$ cat src/rtl/nmea_pkg.sv
// rtl/nmea_pkg.sv - shared constants, FSM state type and round-robin helper for the NMEA arbiter
package nmea_pkg;

  localparam int N_CH = 10;

  localparam logic [7:0] CH_DOLLAR = 8'h24;
  localparam logic [7:0] CH_STAR   = 8'h2A;
  localparam logic [7:0] CH_CR     = 8'h0D;
  localparam logic [7:0] CH_LF     = 8'h0A;

  typedef enum logic {
    IDLE = 1'b0,
    LOCK = 1'b1
  } state_t;

  // Channel visited at position off of a search starting just after last.
  function automatic int rr_index(input int last, input int off, input int n);
    return (last + 1 + off) % n;
  endfunction

endpackage

$ cat src/rtl/ch_fifo.sv
// rtl/ch_fifo.sv - per-channel character FIFO, one push and one pop per cycle
module ch_fifo #(
  parameter int DEPTH = 4
) (
  input  logic       i_clk,
  input  logic       i_rst,
  input  logic       i_push,
  input  logic [7:0] i_data,
  input  logic       i_pop,
  output logic       o_full,
  output logic       o_empty,
  output logic [7:0] o_head,
  output logic       o_drop
);

  localparam int AW = $clog2(DEPTH);
  localparam logic [AW:0] FULL_CNT = DEPTH[AW:0];

  logic [7:0]    r_mem [DEPTH];
  logic [AW-1:0] r_rd;
  logic [AW-1:0] r_wr;
  logic [AW:0]   r_cnt;
  logic          w_pop;
  logic          w_push;

  assign o_full  = (r_cnt == FULL_CNT);
  assign o_empty = (r_cnt == '0);
  assign o_head  = r_mem[r_rd];

  // A pop frees the slot the same-cycle push lands in, so full+pop+push is lossless.
  assign w_pop  = i_pop && !o_empty;
  assign w_push = i_push && (!o_full || w_pop);
  assign o_drop = i_push && o_full && !w_pop;

  always_ff @(posedge i_clk or posedge i_rst) begin
    if (i_rst) begin
      r_rd  <= '0;
      r_wr  <= '0;
      r_cnt <= '0;
    end else begin
      if (w_push) r_wr <= r_wr + 1'b1;
      if (w_pop)  r_rd <= r_rd + 1'b1;
      r_cnt <= r_cnt + {{AW{1'b0}}, w_push} - {{AW{1'b0}}, w_pop};
    end
  end

  always_ff @(posedge i_clk) begin
    if (w_push) r_mem[r_wr] <= i_data;
  end

endmodule

$ cat src/rtl/nmea_rx_arbiter.sv
// rtl/nmea_rx_arbiter.sv - sentence-granular round-robin arbiter feeding one NMEA parser
// Optional starvation abort enabled by defining NMEA_ARB_TIMEOUT_EN.
module nmea_rx_arbiter
  import nmea_pkg::*;
#(
  parameter int N_CH        = nmea_pkg::N_CH,
  parameter int FIFO_DEPTH  = 4,
  parameter int TIMEOUT_CYC = 65535,
  localparam int CW         = (N_CH > 1) ? $clog2(N_CH) : 1
) (
  input  logic                 i_clk,
  input  logic                 i_rst,
  input  logic [N_CH-1:0][7:0] i_char,
  input  logic [N_CH-1:0]      i_valid,
  output logic [7:0]           o_data,
  output logic                 o_valid,
  input  logic                 i_ready,
  output logic [CW-1:0]        o_ch,
  output logic                 o_sop,
  output logic                 o_eop,
  output logic [N_CH-1:0]      o_overflow,
  input  logic                 i_ovf_clr,
  output logic                 o_abort
);

  state_t                r_state;
  state_t                w_next;
  logic [CW-1:0]         r_grant;
  logic [CW-1:0]         r_last;
  logic [CW-1:0]         w_sel;
  logic                  w_found;
  logic [N_CH-1:0][7:0]  w_head;
  logic [N_CH-1:0]       w_empty;
  logic [N_CH-1:0]       w_full;
  logic [N_CH-1:0]       w_drop;
  logic [N_CH-1:0]       w_pop;
  logic [N_CH-1:0]       r_ovf;
  logic [7:0]            w_g_head;
  logic                  w_lock_pop;
  logic                  w_timeout;

  assign w_g_head   = w_head[r_grant];
  assign w_lock_pop = o_valid && i_ready;

  for (genvar k = 0; k < N_CH; k++) begin : g_ch
    // Non-granted channels shed anything that cannot start a sentence.
    assign w_pop[k] = (r_state == LOCK && r_grant == CW'(k)) ? w_lock_pop
                    : (!w_empty[k] && w_head[k] != CH_DOLLAR);

    ch_fifo #(.DEPTH(FIFO_DEPTH)) u_fifo (
      .i_clk   (i_clk),
      .i_rst   (i_rst),
      .i_push  (i_valid[k]),
      .i_data  (i_char[k]),
      .i_pop   (w_pop[k]),
      .o_full  (w_full[k]),
      .o_empty (w_empty[k]),
      .o_head  (w_head[k]),
      .o_drop  (w_drop[k])
    );
  end

  always_comb begin
    logic [CW-1:0] v_idx;
    w_found = 1'b0;
    w_sel   = '0;
    v_idx   = '0;
    for (int i = 0; i < N_CH; i++) begin
      v_idx = CW'(rr_index(int'(r_last), i, N_CH));
      if (!w_found && !w_empty[v_idx] && w_head[v_idx] == CH_DOLLAR) begin
        w_found = 1'b1;
        w_sel   = v_idx;
      end
    end
  end

`ifdef NMEA_ARB_TIMEOUT_EN
  localparam int TW = $clog2(TIMEOUT_CYC + 1);
  logic [TW-1:0] r_to_cnt;

  always_ff @(posedge i_clk or posedge i_rst) begin
    if (i_rst) begin
      r_to_cnt <= '0;
    end else if (r_state != LOCK || w_lock_pop || w_timeout) begin
      r_to_cnt <= '0;
    end else if (w_empty[r_grant]) begin
      r_to_cnt <= r_to_cnt + 1'b1;
    end
  end

  assign w_timeout = (r_state == LOCK) && (r_to_cnt == TW'(TIMEOUT_CYC));
`else
  // TIMEOUT_CYC has no effect in this build; the comparison is constant false.
  assign w_timeout = (TIMEOUT_CYC < 0);
`endif

  always_ff @(posedge i_clk or posedge i_rst) begin
    if (i_rst) begin
      r_state <= IDLE;
      r_grant <= '0;
      r_last  <= CW'(N_CH - 1);
    end else begin
      r_state <= w_next;
      if (r_state == IDLE && w_found) r_grant <= w_sel;
      if (r_state == LOCK && w_next == IDLE) r_last <= r_grant;
    end
  end

  always_comb begin
    w_next = r_state;
    case (r_state)
      IDLE: if (w_found) w_next = LOCK;
      LOCK: if ((w_lock_pop && w_g_head == CH_LF) || w_timeout) w_next = IDLE;
      default: w_next = IDLE;
    endcase
  end

  always_comb begin
    o_valid = 1'b0;
    o_data  = '0;
    o_ch    = '0;
    o_sop   = 1'b0;
    o_eop   = 1'b0;
    o_abort = w_timeout;
    if (r_state == LOCK) begin
      o_valid = !w_empty[r_grant] && !w_timeout;
      o_data  = w_g_head;
      o_ch    = r_grant;
      o_sop   = o_valid && (w_g_head == CH_DOLLAR);
      o_eop   = o_valid && (w_g_head == CH_LF);
    end
  end

  // A new drop in the same cycle as a clear keeps the flag set.
  always_ff @(posedge i_clk or posedge i_rst) begin
    if (i_rst) r_ovf <= '0;
    else       r_ovf <= (r_ovf & ~{N_CH{i_ovf_clr}}) | w_drop;
  end

  assign o_overflow = r_ovf;

endmodule

$ cat config.mk
export PLATFORM = sky130hd
export DESIGN_NAME = nmea_rx_arbiter
export DESIGN_NICKNAME = d
export VERILOG_FILES = /design/src/rtl/nmea_pkg.sv /design/src/rtl/ch_fifo.sv /design/src/rtl/nmea_rx_arbiter.sv
export SDC_FILE = /design/constraint.sdc
export NUM_CORES = 1
export LEC_CHECK = 0
export CAP_MARGIN = 10
export CELL_PAD_IN_SITES_DETAIL_PLACEMENT = 1
export CELL_PAD_IN_SITES_GLOBAL_PLACEMENT = 1
export CORE_ASPECT_RATIO = 0.75
export CORE_MARGIN = 8
export CORE_UTILIZATION = 35
export CTS_BUF_LIST = sky130_fd_sc_hd__clkbuf_4 sky130_fd_sc_hd__clkbuf_8
export CTS_CLUSTER_SIZE = 16
export DETAILED_ROUTE_END_ITERATION = 10
export HOLD_SLACK_MARGIN = 0.15
export PLACE_DENSITY_LB_ADDON = 0.1
export REMOVE_ABC_BUFFERS = 1
export SLEW_MARGIN = 0
export SYNTH_ARGS = -nofsm -noshare
export SYNTH_HDL_FRONTEND = slang
export SYNTH_SLANG_ARGS = --single-unit
$ cat constraint.sdc
create_clock -name i_clk -period 16.58 [get_ports i_clk]
set_clock_uncertainty 0.15 [all_clocks]
set_input_delay 1.658 -clock i_clk [delete_from_list [all_inputs] [get_ports i_clk]]
set_output_delay 1.658 -clock i_clk [all_outputs]
set_load 0.03 [all_outputs]
Word level (Yosys, flattened, before mapping). Memories as Yosys holds them, arrays and structs flattened. Index checks and enable logic that the tools add are counted.

Register bits: 89. Bits in writable memories: 320. Input port bits: 94. Output and inout bits: 26. Word-level logic and storage cells: 419. Memories kept: 10.

Memories: g_ch[0].u_fifo.r_mem (words 4, width 8, rd ports 1, clocked after Yosys merged registers in 0, wr ports 1, line ch_fifo.sv:19) `logic [7:0] r_mem [DEPTH];`; g_ch[1].u_fifo.r_mem (words 4, width 8, rd ports 1, clocked after Yosys merged registers in 0, wr ports 1, line ch_fifo.sv:19); g_ch[2].u_fifo.r_mem (words 4, width 8, rd ports 1, clocked after Yosys merged registers in 0, wr ports 1, line ch_fifo.sv:19); g_ch[3].u_fifo.r_mem (words 4, width 8, rd ports 1, clocked after Yosys merged registers in 0, wr ports 1, line ch_fifo.sv:19); g_ch[4].u_fifo.r_mem (words 4, width 8, rd ports 1, clocked after Yosys merged registers in 0, wr ports 1, line ch_fifo.sv:19); g_ch[5].u_fifo.r_mem (words 4, width 8, rd ports 1, clocked after Yosys merged registers in 0, wr ports 1, line ch_fifo.sv:19); +4 memories.

Add/subtract/negate cells: 50. Div/mod/pow operators: 10. Magnitude comparators: 11. Equal/unequal tests: 41. Muxes and demuxes: 102. Bitwise gates (word level): 5. Reduce and logical (&&, ||, !) cells: 156.

Operators by type and width (number): binary-select mux 8 bit (select 4 bit) (11); modulo 32 x 5 -> 32 bit (second input constant) (10); adder 32 x 4 -> 32 bit (second input constant) (4); 2-to-1 mux 8 bit (12); equality test 8 x 6 -> 1 bit (second input constant) (11); logical AND 1 bit (85); inequality test 8 x 6 -> 1 bit (second input constant) (10); adder 32 x 3 -> 32 bit (second input constant) (2); 2-to-1 mux 1 bit (56); less-than comparator 4 x 5 -> 1 bit (second input constant) (11); logical NOT 1 bit (50); binary-select mux 1 bit (select 4 bit) (11); 2-to-1 mux 4 bit (11); adder 2 x 1 -> 2 bit (second input constant) (20); adder 32 x 2 -> 32 bit (second input constant) (1); adder 32 x 5 -> 32 bit (second input constant) (1); adder 3 x 1 -> 3 bit (10); equality test 3 bit (second input constant) (10); logical NOT 3 bit (10); subtractor 3 x 1 -> 3 bit (10); equality test 4 x 3 -> 1 bit (second input constant) (4); bitwise AND 10 bit (1); logical OR 1 bit (10); inverter 10 bit (1); 10 further kinds (13).

Logic depth before layout (Yosys ltp). Gate-level depths: netlist (run 1).

Word-level depth: 47. Gate-level depth with buffers: 38. Mapped depth without buffers: 26.

Modules after synthesis. Synthesis (run 1) repeated with hierarchy kept, for this count alone.

Cells, all modules: 1949. Area, all modules: 24678.7 µm².

Modules (own cells, without submodules): ch_fifo (g_ch[0].u_fifo ...) (instances 8, cells an instance 79, area each 1589.0 µm², sequential area each 1136.1 µm²); nmea_rx_arbiter (instances 1, cells an instance 1157, area each 8770.9 µm², sequential area each 478.0 µm²); ch_fifo (g_ch[1].u_fifo ...) (instances 2, cells an instance 80, area each 1597.8 µm², sequential area each 1136.1 µm²).

Worst setup path after synthesis (run 1). OpenSTA, ideal clock, no wires.

Kind: reg-to-reg. Start point: reg r_last[0]. End point: reg r_grant[2]. Setup time: 0.131 ns. Arrival: 8.481 ns. Data required time: 16.299 ns. Path slack: 7.817 ns. Cell stages (with the launch flop): 39. Buffers on the path: 12. Clock period less this slack: 8.763 ns. Cells stage by stage: dfstp_2 buf_6 buf_2 inv_2 clkbuf_1 clkbuf_1 buf_1 clkbuf_1 ha_1 buf_1 clkinv_1 clkbuf_1 clkbuf_1 ha_1 buf_2 inv_1 nand2_1 and3_1 (+3 left out) nor2b_1 o31ai_1 a22oi_1 and2_1 clkbuf_1 ha_1 inv_1 and2_1 a32oi_1 xnor2_1 mux2_2 a21oi_1 nor2b_1 nor3_1 nand4_4 o41ai_4 nor2b_1 a211oi_2.

Longest elaborated chain between the ends: 44. Elaborated cells between the ends (all ways): 129. Classes of those cells: add/sub: 10; div: 10; eq/ne: 10; mux: 60; reduce/logical: 39.

RTL lines: start, declared (line nmea_rx_arbiter.sv:29) `logic [CW-1:0] r_last;`; start signal, assigned (line nmea_rx_arbiter.sv:101) `r_last <= CW'(N_CH - 1);`; start signal, assigned (line nmea_rx_arbiter.sv:105) `if (r_state == LOCK && w_next == IDLE) r_last <= r_grant;`; adder 4 x 1 -> 5 bit * (line nmea_pkg.sv:18) `return (last + 1 + off) % n;`; branches (longest 43 deep; another with adder 32 x 2 -> 32 bit); end signal, assigned (line nmea_rx_arbiter.sv:104) `if (r_state == IDLE && w_found) r_grant <= w_sel;`; end, declared (line nmea_rx_arbiter.sv:28) `logic [CW-1:0] r_grant;`.

Every way passes the cells marked *. The select of a mux whose other input is x is not followed. A chain may end at the register's enable or synchronous reset.

Worst setup path after layout (run 1).
Start point: reg r_last[0]. End point: reg r_grant[1].

The elaborated chain is that of the path after synthesis.

==> impl_results.md, run 1 <==
- Crit-path slowest cell: dfstp_4
- Global-route wire length before repair: 147,000 um
- Synthesis-to-layout area growth: 13.2%
- Class of the worst hold path: reg -> reg
- Die span in x: 340 um
- Peak VDD IR: 0.000155 V
- Cell variety after synth: 116
- Crit path kind: reg -> reg
- Crit-path cells: ha_1 > xor2_2 > buf_4 > ha_1 > xnor2_1 > or2_2 > ha_1 > nor2b_1 > a32oi_1 > a32o_1 > o21ai_0 > and2_1 > inv_2 > ha_1 > inv_1 > o31a_1 > nor4_1 > inv_1 > a2111oi_4 > nor3b_4 > nand3_1 > nor3_1 > a2111oi_0 > o31ai_1
- Starting Density: 35.2%
- Most common cell after layout, fill and taps aside: edfxtp_1
- Critical path arrival: 10.62 ns
- Drt first pass iters: 7
- Number of setup buffers added after CTS: 0
- Commonest non-fill, non-tap cells in the layout: 320 x edfxtp_1, 240 x nand2_1, 144 x nor2_1
- Clock Sinks: 409
- Residual DRC: 0
- Reg2reg path depth: 24
- Post-synth EDFFs: 320
- Clock transition at the registers of the reported paths: 0.07 ns
- IO buf count: 118
- Routability cong.: 0.915
- GR Overflow Total: 0
- CTS tree: built
- Hold_buf cts: 0
- Max-cap violations: 0
- CTS resizes: 0
- Final Setup Violations: 0
- Antenna violations before repair: 6
- Register area share after synthesis: 42.9%
- Die H: 259 um
- Fmax achieved: 97.7 MHz
- Final HPWL DP: 76,600 um
- GRT Total Usage: 21.8%
- Via count: 21,902
- Cell Area, Synth: 27,600 um2
- # rows: 89
- Crit path max fanout: 63
- Largest net degree at the start of global routing: 70
- #FFs+latches synth: 409
- Filler cell count: 8,609
- Final Cycle Share: 61.8%
- Synth warnings: 0
- CP max stage delay: 1.10 ns
- PD cells: 150 nW/um2
- TNS Setup: 0 ns
- Worst hold path depth: 1
- Layout cells sized above 1: 14.1%
- Pin slew with the least headroom to its limit: 1.19 ns
- Vias in the first global route: 21,960
- Final Critical Period: 10.24 ns
- Ports: 120
- WP data required: 16.96 ns
- Clk root buf: clkbuf_8
- Final Max Tran Viols: 0
- CP top delay family: compound AO/OA/AOI/OAI gates
- Buffers & Inverters on Critical Path: 4
- Status: complete, no violations
- Drt first-iter violations: 1,518
- Max-Slew Margin vs Limit: 20.2%
- Mapped Cells: 2,535
- Cell depth of the worst setup path: 24
- Util after Layout: 39.8%
- Total wire length: 99,200 um
- Post-DP Area: 29,700 um2
- Die area: 88,200 um2
- Synth async-reset ratio: 21.8%
- Total CTS buffers: 71
- Design area: 31,200 um2
- Final Hold Viols: 0
- RSZ-0062 raised after global routing: false
- Synthesized area per cell: 10.9 um2
- Antenna Nets Post-Route: 0
- CP startpoint kind: flop
- Via/cell ratio: 5.89
- Drt wl/cell: 26.7 um
- Crit. End Element: flop
- Clock buffer depth: 3
- Cell leakage power: 11.3 nW
- Most used cell, CP: ha_1
- Synth Flop Type: edfxtp_1
- Clk_lat worst skew: 0.69 ns
- Nets: 2,823
- Core ar.: 78,400 um2
- CTS H-Tree Depth: 3
## final timing paths
kind / endpoint / slack [ns] / startpoint
worst max-delay path: r_grant[1]$_DFFE_PP0P_ / 6.34 / r_last[0]$_DFFE_PP1P_
worst min-delay path: g_ch[6].u_fifo.r_cnt[2]$_DFF_PP0_ / 0.35 / g_ch[6].u_fifo.r_cnt[2]$_DFF_PP0_
worst max register to register: r_grant[1]$_DFFE_PP0P_ / 6.34 / r_last[0]$_DFFE_PP1P_
worst min register to register: g_ch[6].u_fifo.r_cnt[2]$_DFF_PP0_ / 0.35 / g_ch[6].u_fifo.r_cnt[2]$_DFF_PP0_
max in group asynchronous: r_grant[0]$_DFFE_PP0P_ / 13.77 / i_rst
min in group asynchronous: g_ch[6].u_fifo.r_cnt[0]$_DFF_PP0_ / 1.30 / i_rst
## state kept, by name, summed over array words and instances, names as in the netlist
name	cells
g_ch.u_fifo.r_mem	320
g_ch.u_fifo.r_cnt	30
g_ch.u_fifo.r_rd	20
g_ch.u_fifo.r_wr	20
o_overflow	10
r_grant	4
r_last	4
r_state	1
## worst register-to-register path: cells and delay by family, from the launching register on
kind                       cells  cell delay, ns
AOI/OAI and AO/OA              7            2.85
xor gates and xnor gates       2            0.54
adders and majority gates      4            2.55
buffers and inverters          4            0.91
DFF                            1            1.10
and+or+nand+nor                7            1.98
## per-stage QoR
stage	hold slack [ns]	setup WS, ns	power, mW	cells
floorplan	0.310	5.90	2.85	2390
global placement	0.330	6.93	3.62	3588
detailed placement	0.348	6.56	3.68	3588
CTS	0.360	6.52	4.70	3717
global route	0.396	5.76	4.93	3719
finish	0.354	6.34	4.67	3719
## cell type report
cell class	count	area, um2	area share [%]
diodes	2	5.00	0.0160
clock buffers	102	1240	3.98
clock inverters	27	282	0.902
inverters	126	480	1.54
multi-input cells	1855	14600	46.8
flip-flops and latches	409	11800	37.9
well taps	1046	1310	4.19
repair buffers	152	1440	4.60
## layer usage
layer	track usage (%)	share of wire (%)	vias to the layer above
li1	-	-	9812
met1	32.8	49	11344
met2	32.4	43	646
met3	4.36	6.3	98
met4	4.18	1.5	2
met5	0	0.0091	-
## power breakdown
part	leakage, nW	switching [mW]	internal [mW]	total (mW)
Combinational	6.54	1.28	0.795	2.07
Clock	0.790	0.441	0.541	0.982
Sequential	4.01	0.238	1.38	1.62
## cells in the mapped netlist, drive strengths merged (8+ instances only)
| master | count | area share (%) |
|---|---|---|
| mux4 | 106 | 8.7 |
| buf | 66 | 1.3 |
| or3 | 19 | 0.45 |
| o21a | 12 | 0.33 |
| edfxtp | 320 | 35 |
| mux2i | 111 | 4.0 |
| nor4 | 16 | 0.36 |
| clkbuf | 79 | 1.1 |
| a221oi | 10 | 0.38 |
| o22ai | 20 | 0.45 |
| or2 | 12 | 0.27 |
| a32oi | 8 | 0.25 |
| ha | 104 | 4.7 |
| nand4 | 25 | 0.62 |
| o21ai | 105 | 1.9 |
| nor3b | 13 | 0.39 |
| a311oi | 11 | 0.41 |
| dfrtp | 87 | 7.9 |
| nand2 | 240 | 3.3 |
| nor2 | 146 | 2.0 |
| a21oi | 91 | 1.7 |
| nand3 | 67 | 1.3 |
| a211oi | 34 | 0.94 |
| xor2 | 15 | 0.53 |
| o211ai | 32 | 0.91 |
| mux2 | 39 | 1.6 |
| nor3 | 98 | 1.8 |
| a2111oi | 11 | 0.42 |
| a21o | 16 | 0.44 |
| nand2b | 19 | 0.43 |
| and3 | 29 | 0.69 |
| inv | 123 | 1.7 |
| nor4b | 13 | 0.41 |
| o41ai | 9 | 0.35 |
| o32ai | 12 | 0.46 |
| a22oi | 9 | 0.24 |
| and2 | 69 | 1.6 |
| a31oi | 34 | 0.77 |
| nor2b | 54 | 1.2 |
| fa | 10 | 0.73 |
| xnor2 | 75 | 2.6 |
| nand3b | 11 | 0.31 |
| a211o | 11 | 0.35 |
| o31ai | 22 | 0.68 |
| o221ai | 8 | 0.25 |
## cell families (layout without fill, tap and decap cells)
family	count (synthesis)	in the layout	synth area share (%)
simple gates	854	854	15.8
compound gates	536	536	14.1
flops	409	409	42.9
mux	256	256	14.3
buf+inv	271	407	4.09
other cells	1	3	0.0136
fa+ha+maj	116	116	5.52
xor+xnor	92	92	3.31
No activity file was read; power rests on OpenSTA's default activity.
==> run 2: changes to the inputs <==
clock period = 8.3 ns   (was 16.58 ns; I/O delays follow)
==> impl_results.md, run 2 (synthesis gave the netlist of run 1 again) <==
- Final Hold Viols: 0 (unchanged)
- Layout cells sized above 1: 14.8% (+0.71 points)
- Clk_lat worst skew: 0.70 ns (about the same)
- Die span in x: 340 um (unchanged)
- Ports: 120 (unchanged)
- Largest registers: g_ch.u_fifo.r_mem (320), g_ch.u_fifo.r_cnt (30)
- Hold WS: 0.346 ns (-0.00715 ns)
- Drt first-iter violations: 1,830 (+21%)
- Global-route wire length before repair: 149,000 um (+1.6%)
- Max-cap violations: 0 (unchanged)
- Drt first pass iters: 5 (-2)
- IO buf count: 118 (unchanged)
- Util after Layout: 40.0% (+0.13 points)
- GR Overflow Total: 0 (unchanged)
- CTS tree: built
- CP max stage delay: 0.76 ns (-0.34 ns)
- Max-Slew Margin vs Limit: 14.4% (-5.8 points)
- Die H: 259 um (unchanged)
- Class of the worst hold path: reg -> reg
- Clock buffer depth: 3 (unchanged)
- Final Max Tran Viols: 0 (unchanged)
- Starting Density: 35.2% (unchanged)
- Fraction of power spent switching nets: 42.4% (+0.51 points)
- Core ar.: 78,400 um2 (unchanged)
- Clk root buf: clkbuf_8
- Commonest non-fill, non-tap cells in the layout: 320 x edfxtp_1, 240 x nand2_1, 144 x nor2_1
- Critical path arrival: 8.41 ns (-2.21 ns)
- Status: complete, no violations
- P_sw: 3.93 mW (+100%)
- Antenna Nets Post-Route: 0 (unchanged)
- Via count: 21,885 (-0.078%)
- Fmax achieved: 124 MHz (+27%)
- Crit path kind: reg -> reg
- Largest Register: g_ch.u_fifo.r_mem
- Pin slew with the least headroom to its limit: 1.27 ns (+0.0854 ns)
- Comb pwr share: 45.1% (+0.7 points)
- Clock share of power: 20.1% (-0.9 points)
- Via/cell ratio: 5.85 (-0.61%)
- Final HPWL DP: 77,900 um (+1.7%)
- Power share of the sequential group: 34.8% (+0.2 points)
- Vias in the first global route: 22,221 (+1.2%)
- Final Cycle Share: 97.0% (+35 points)
- Clock Sinks: 409 (unchanged)
- Tot Pwr: 9.26 mW (+98%)
- Placed cells: 3,612 (+0.67%)
- Final Setup Violations: 0 (unchanged)
- CTS H-Tree Depth: 3 (unchanged)
- Cell leakage power: 11.4 nW (+0.76%)
- Drt wl/cell: 26.9 um (+0.97%)
- Final non-filler cell total: 3,739 (+0.54%)
- Most common cell after layout, fill and taps aside: edfxtp_1
- Hold_buf cts: 0 (unchanged)
- Crit-path cells: ha_1 > xor2_2 > buf_4 > ha_1 > buf_4 > nand2_1 > inv_1 > nand2_1 > inv_1 > ha_1 > nand2b_1 > o21ai_1 > a211oi_1 > o31ai_1 > nand3_1 > nand2_1 > mux2i_1 > a22oi_1 > a41oi_2 > nand4_4 > o41ai_4 > buf_4 > nor2b_1 > a211oi_2
- Residual DRC: 0 (unchanged)
- Crit. End Element: flop
- Peak VDD IR: 0.000212 V (+37%)
- Synthesis-to-layout area growth: 13.6%
- Crit-path slowest cell: dfstp_4
- CP startpoint kind: flop
- Final Critical Period: 8.05 ns (-2.19 ns)
- PD cells: 296 nW/um2 (+98%)
- Int Pwr: 5.34 mW (+97%)
- Die area: 88,200 um2 (unchanged)
- # rows: 89 (unchanged)
- GRT Total Usage: 22.2% (+0.38 points)
- Total wire length: 101,000 um (+1.5%)
- Antenna violations before repair: 6 (unchanged)
- WP data required: 8.66 ns (-8.30 ns)
- Max reg flops: 320 (unchanged)
- RSZ-0062 raised after global routing: false
- Nets: 2,847 (+0.85%)
- Clock transition at the registers of the reported paths: 0.07 ns (about the same)
- Crit path max fanout: 19 (-70%)
- Total CTS buffers: 70 (-1.4%)
- Routability cong.: 0.935 (+2.2%)
- Largest net degree at the start of global routing: 112 (+60%)
run 2: cell count changes in the layout (fill, tap and decap cells not counted), moves of 2 or more:
| cell | change |
|---|---|
| inv_6 | +2 |
| clkbuf_4 | -4 |
| clkinv_1 | +2 |
| clkinv_8 | -2 |
| buf_4 | +24 |
| clkinvlp_4 | -3 |
| clkinv_2 | +5 |
| clkbuf_8 | -3 |
run 2: cell type report:
type | count | area, um2
Clock buffer | 95 | 1170
Antenna cell | 2 | 5.00
Clock inverter | 29 | 233
Sequential cell | 409 | 11800
Tap cell | 1046 | 1310
Inverter | 126 | 480
Timing Repair Buffer | 177 | 1640
Fill cell | 8611 | 47100
Multi-Input combinational cell | 1855 | 14700
run 2: metal layers:
metal	GRT usage [%]	vias to the layer above	wire, um
met1	33.7	11269	49700
met3	3.98	103	6640
li1	-	9868	-
met4	4.58	0	1550
met2	32.8	645	42800
met5	0	-	0
run 2: power by group through the flow:
stage,Sequential (mW),Combinational (mW),Clock [mW]
floorplan,3.14,2.55,0
global placement,3.25,4.04,0
detailed placement,3.29,4.13,0
CTS,3.25,4.15,1.93
global route,3.31,4.47,2.00
finish,3.23,4.18,1.86
run 2: worst paths after layout:
| check | from | to | slack (ns) | depth (start not counted) |
|---|---|---|---|---|
| max | r_last[0]$_DFFE_PP1P_ | r_grant[2]$_DFFE_PP0P_ | 0.25 | 24 |
| min | g_ch[3].u_fifo.r_cnt[2]$_DFF_PP0_ | g_ch[3].u_fifo.r_cnt[2]$_DFF_PP0_ | 0.35 | 1 |
| max reg2reg | r_last[0]$_DFFE_PP1P_ | r_grant[2]$_DFFE_PP0P_ | 0.25 | 24 |
| min reg2reg | g_ch[3].u_fifo.r_cnt[2]$_DFF_PP0_ | g_ch[3].u_fifo.r_cnt[2]$_DFF_PP0_ | 0.35 | 1 |
| max in group asynchronous | i_rst | g_ch[1].u_fifo.r_rd[1]$_DFFE_PP0P_ | 6.27 | 3 |
| min in group asynchronous | i_rst | o_overflow[4]$_DFF_PP0_ | 0.49 | 2 |
run 2: through the flow:
step	setup TNS (ns)	instance area (um2)	worst slack, ns
after floorplan	-11.40	26900	-2.38
after global placement	0	29900	0.459
after detailed placement	0	29900	0.336
after CTS	0	31300	0.246
after global routing	0	31300	0.0380
final	0	31300	0.250
run 2: worst max-delay path: cells and delay by family (launching register included):
family | cells | cell delay (ns)
compound gates | 7 | 2.43
xor+xnor | 1 | 0.36
fa+ha+maj | 3 | 0.75
buf+inv | 5 | 1.23
flops | 1 | 0.76
mux | 1 | 0.28
simple gates | 7 | 1.88
run 2: repair_timing:
action	CTS	global route
endpoints found under the setup margin	0	5
buffers inserted	0	1
gates resized for setup	0	5
==> run 3: changes to the inputs <==
HOLD_SLACK_MARGIN = 0.1   (was 0.15)
PLACE_DENSITY = 0.7   (was not set)
PLACE_DENSITY_LB_ADDON = not set   (was 0.1)
==> impl_results.md, run 3 (synthesis gave the netlist of run 1 again) <==
- Status: complete, no violations
- Grt peak-use layer: met2
- Nets: 2,853 (+0.21%)
- Design area: 31,400 um2 (+0.18%)
- Power share of the sequential group: 35.1% (+0.3 points)
- Final Max Tran Viols: 0 (unchanged)
- RSZ-0062 raised after global routing: false
- Residual DRC: 0 (unchanged)
- Routability cong.: 0.974 (+4.2%)
- Pin slew with the least headroom to its limit: 1.19 ns (-0.0863 ns)
- CP startpoint kind: flop
- Max reg flops: 320 (unchanged)
- Antenna Nets Post-Route: 0 (unchanged)
- Peak VDD IR: 0.000151 V (-29%)
- Clock transition at the registers of the reported paths: 0.08 ns (about the same)
- Tot Pwr: 9.19 mW (-0.82%)
- Via/cell ratio: 5.88 (+0.48%)
- P_sw: 3.79 mW (-3.6%)
- Max-cap violations: 0 (unchanged)
- Clock buffer depth: 3 (unchanged)
- Met2 usage: 34.0% (+1.1 points)
- Final HPWL DP: 73,900 um (-5.2%)
- WP data required: 8.73 ns (+0.07 ns)
- Final Critical Period: 7.77 ns (-0.284 ns)
- Drt first-iter violations: 1,670 (-8.7%)
- IO buf count: 118 (unchanged)
- GRT Total Usage: 21.1% (-1.0 points)
- Crit path kind: reg -> reg
- Most common cell after layout, fill and taps aside: edfxtp_1
- Synthesis-to-layout area growth: 13.8%
- Fraction of power spent switching nets: 41.2% (-1.2 points)
- Total wire length: 95,800 um (-4.9%)
- Met1 Use GR: 28.3% (-5.4 points)
- Slack of the critical path: 0.534 ns (+0.284 ns)
- Final Setup Violations: 0 (unchanged)
- Clock share of power: 20.6% (+0.5 points)
- Post-Place Worst Slack: 0.401 ns (+0.0652 ns)
- Crit path max fanout: 19 (unchanged)
- Clock Sinks: 409 (unchanged)
- Int Pwr: 5.40 mW (+1.2%)
- Critical path arrival: 8.20 ns (-0.21 ns)
- CTS H-Tree Depth: 3 (unchanged)
- # rows: 89 (unchanged)
- Cell leakage power: 11.4 nW (+0.22%)
- CTS resizes: 0 (unchanged)
- Number of setup buffers added after CTS: 0 (unchanged)
- Antenna violations before repair: 6 (unchanged)
- Core ar.: 78,400 um2 (unchanged)
- Placed cells: 3,620 (+0.22%)
- Max-Slew Margin vs Limit: 20.8% (+6.4 points)
- Clk root buf: clkbuf_8
- Final non-filler cell total: 3,746 (+0.19%)
- Reg area: 11,800 um2 (unchanged)
- Filler cell count: 8,651 (+0.46%)
- Final Cycle Share: 93.6% (-3.4 points)
- Comb pwr share: 44.2% (-0.9 points)
- Largest net degree at the start of global routing: 67 (-40%)
- PD cells: 293 nW/um2 (-1.0%)
- Setup slack, reg-to-reg: 0.53 ns (+0.28 ns)
- Multi-input logic area: 14,600 um2 (-0.15%)
- Hold_buf cts: 0 (unchanged)
- Clk_lat worst skew: 0.68 ns (-0.02 ns)
- Drt first pass iters: 5 (unchanged)
- Global-route wire length before repair: 145,000 um (-2.3%)
- Starting Density: 35.2% (unchanged)
- Layout cells sized above 1: 14.9% (+0.041 points)
- Via count: 22,032 (+0.67%)
- Drt wl/cell: 25.6 um (-5.0%)
- Die area: 88,200 um2 (unchanged)
- Crit. End Element: flop
- Total CTS buffers: 68 (-2.9%)
- Fmax achieved: 129 MHz (+3.7%)
- Commonest non-fill, non-tap cells in the layout: 320 x edfxtp_1, 240 x nand2_1, 144 x nor2_1
- GR Overflow Total: 0 (unchanged)
- Vias in the first global route: 23,023 (+3.6%)
- Die H: 259 um (unchanged)
- GR Util met3: 4.78% (+0.81 points)
- Final Hold Viols: 0 (unchanged)
- Post-DP Area: 29,900 um2 (+0.12%)
- CTS tree: built
- Ports: 120 (unchanged)
- Largest registers: g_ch.u_fifo.r_mem (320), g_ch.u_fifo.r_cnt (30)
- Die span in x: 340 um (unchanged)
- Class of the worst hold path: reg -> reg
- Largest Register: g_ch.u_fifo.r_mem
==> run 3: cell types whose count changed in the layout (fill, tap and decap cells not counted), moves of 2 or more <==
cell       before  now
o21ai_0        90   92
inv_8           2    0
buf_4          58   67
o21ai_1        13   11
clkinv_2       10    6
bufinv_16       2    4
==> run 3: metal layers <==
metal | up-vias | wire length, um
li1 | 9853 | -
met1 | 11353 | 43000
met2 | 656 | 43800
met3 | 164 | 5840
met4 | 6 | 3060
met5 | - | 44
==> run 3: final cells by class <==
type	count	share of cell area (%)
clock buffers	95	3.73
diodes	3	0.0239
clock inverters	27	0.833
flip-flops and latches	409	37.7
repair buffers	185	5.37
well taps	1046	4.17
inverters	126	1.53
multi-input cells	1855	46.6
==> run 3: stage by stage <==
stage	util (%)	hold slack [ns]	setup TNS [ns]
final	40.0	0.358	0
after global routing	40.0	0.375	0
after CTS	40.0	0.355	0
after detailed placement	38.2	0.347	0
after global placement	38.2	0.326	0
after floorplan	-	0.310	-11.40
==> run 3: critical path, stage by stage, from the launching register on <==
cell and delay, ns:
dfstp_4 0.74, inv_2 0.06, ha_2 0.53, clkinv_1 0.38, ha_1 0.32, inv_1 0.21
nand2_1 0.15, and3_1 0.28, o21ai_0 0.34, ha_1 0.31, nor2b_1 0.32, o31ai_1 0.13
a22oi_1 0.34, and2_1 0.34, ha_1 0.21, inv_1 0.05, and2_1 0.13, a32oi_1 0.22
xnor2_1 0.17, buf_4 0.20, mux2_2 0.35, a21oi_1 0.16, nor2b_1 0.12, nor3_2 0.34
nand4_4 0.21, o41ai_4 0.56, nor2_2 0.11, a211oi_2 0.23
==> run 3: power groups by stage <==
stage	registers (mW)	logic [mW]	clock network (mW)
after floorplan	3.14	2.55	0
after global routing	3.32	4.35	2.02
after detailed placement	3.29	4.01	0
final	3.23	4.06	1.89
after CTS	3.25	4.04	1.94
after global placement	3.23	3.85	0
==> run 3: final timing paths <==
kind / from / endpoint / cells after the start
max in group asynchronous: i_rst / g_ch[0].u_fifo.r_cnt[1]$_DFF_PP0_ / 3
min in group asynchronous: i_rst / r_grant[3]$_DFFE_PP0P_ / 2
min: g_ch[3].u_fifo.r_cnt[2]$_DFF_PP0_ / g_ch[3].u_fifo.r_cnt[2]$_DFF_PP0_ / 1
min reg2reg: g_ch[3].u_fifo.r_cnt[2]$_DFF_PP0_ / g_ch[3].u_fifo.r_cnt[2]$_DFF_PP0_ / 1
max reg2reg: r_last[0]$_DFFE_PP1P_ / r_grant[2]$_DFFE_PP0P_ / 27
max: r_last[0]$_DFFE_PP1P_ / r_grant[2]$_DFFE_PP0P_ / 27
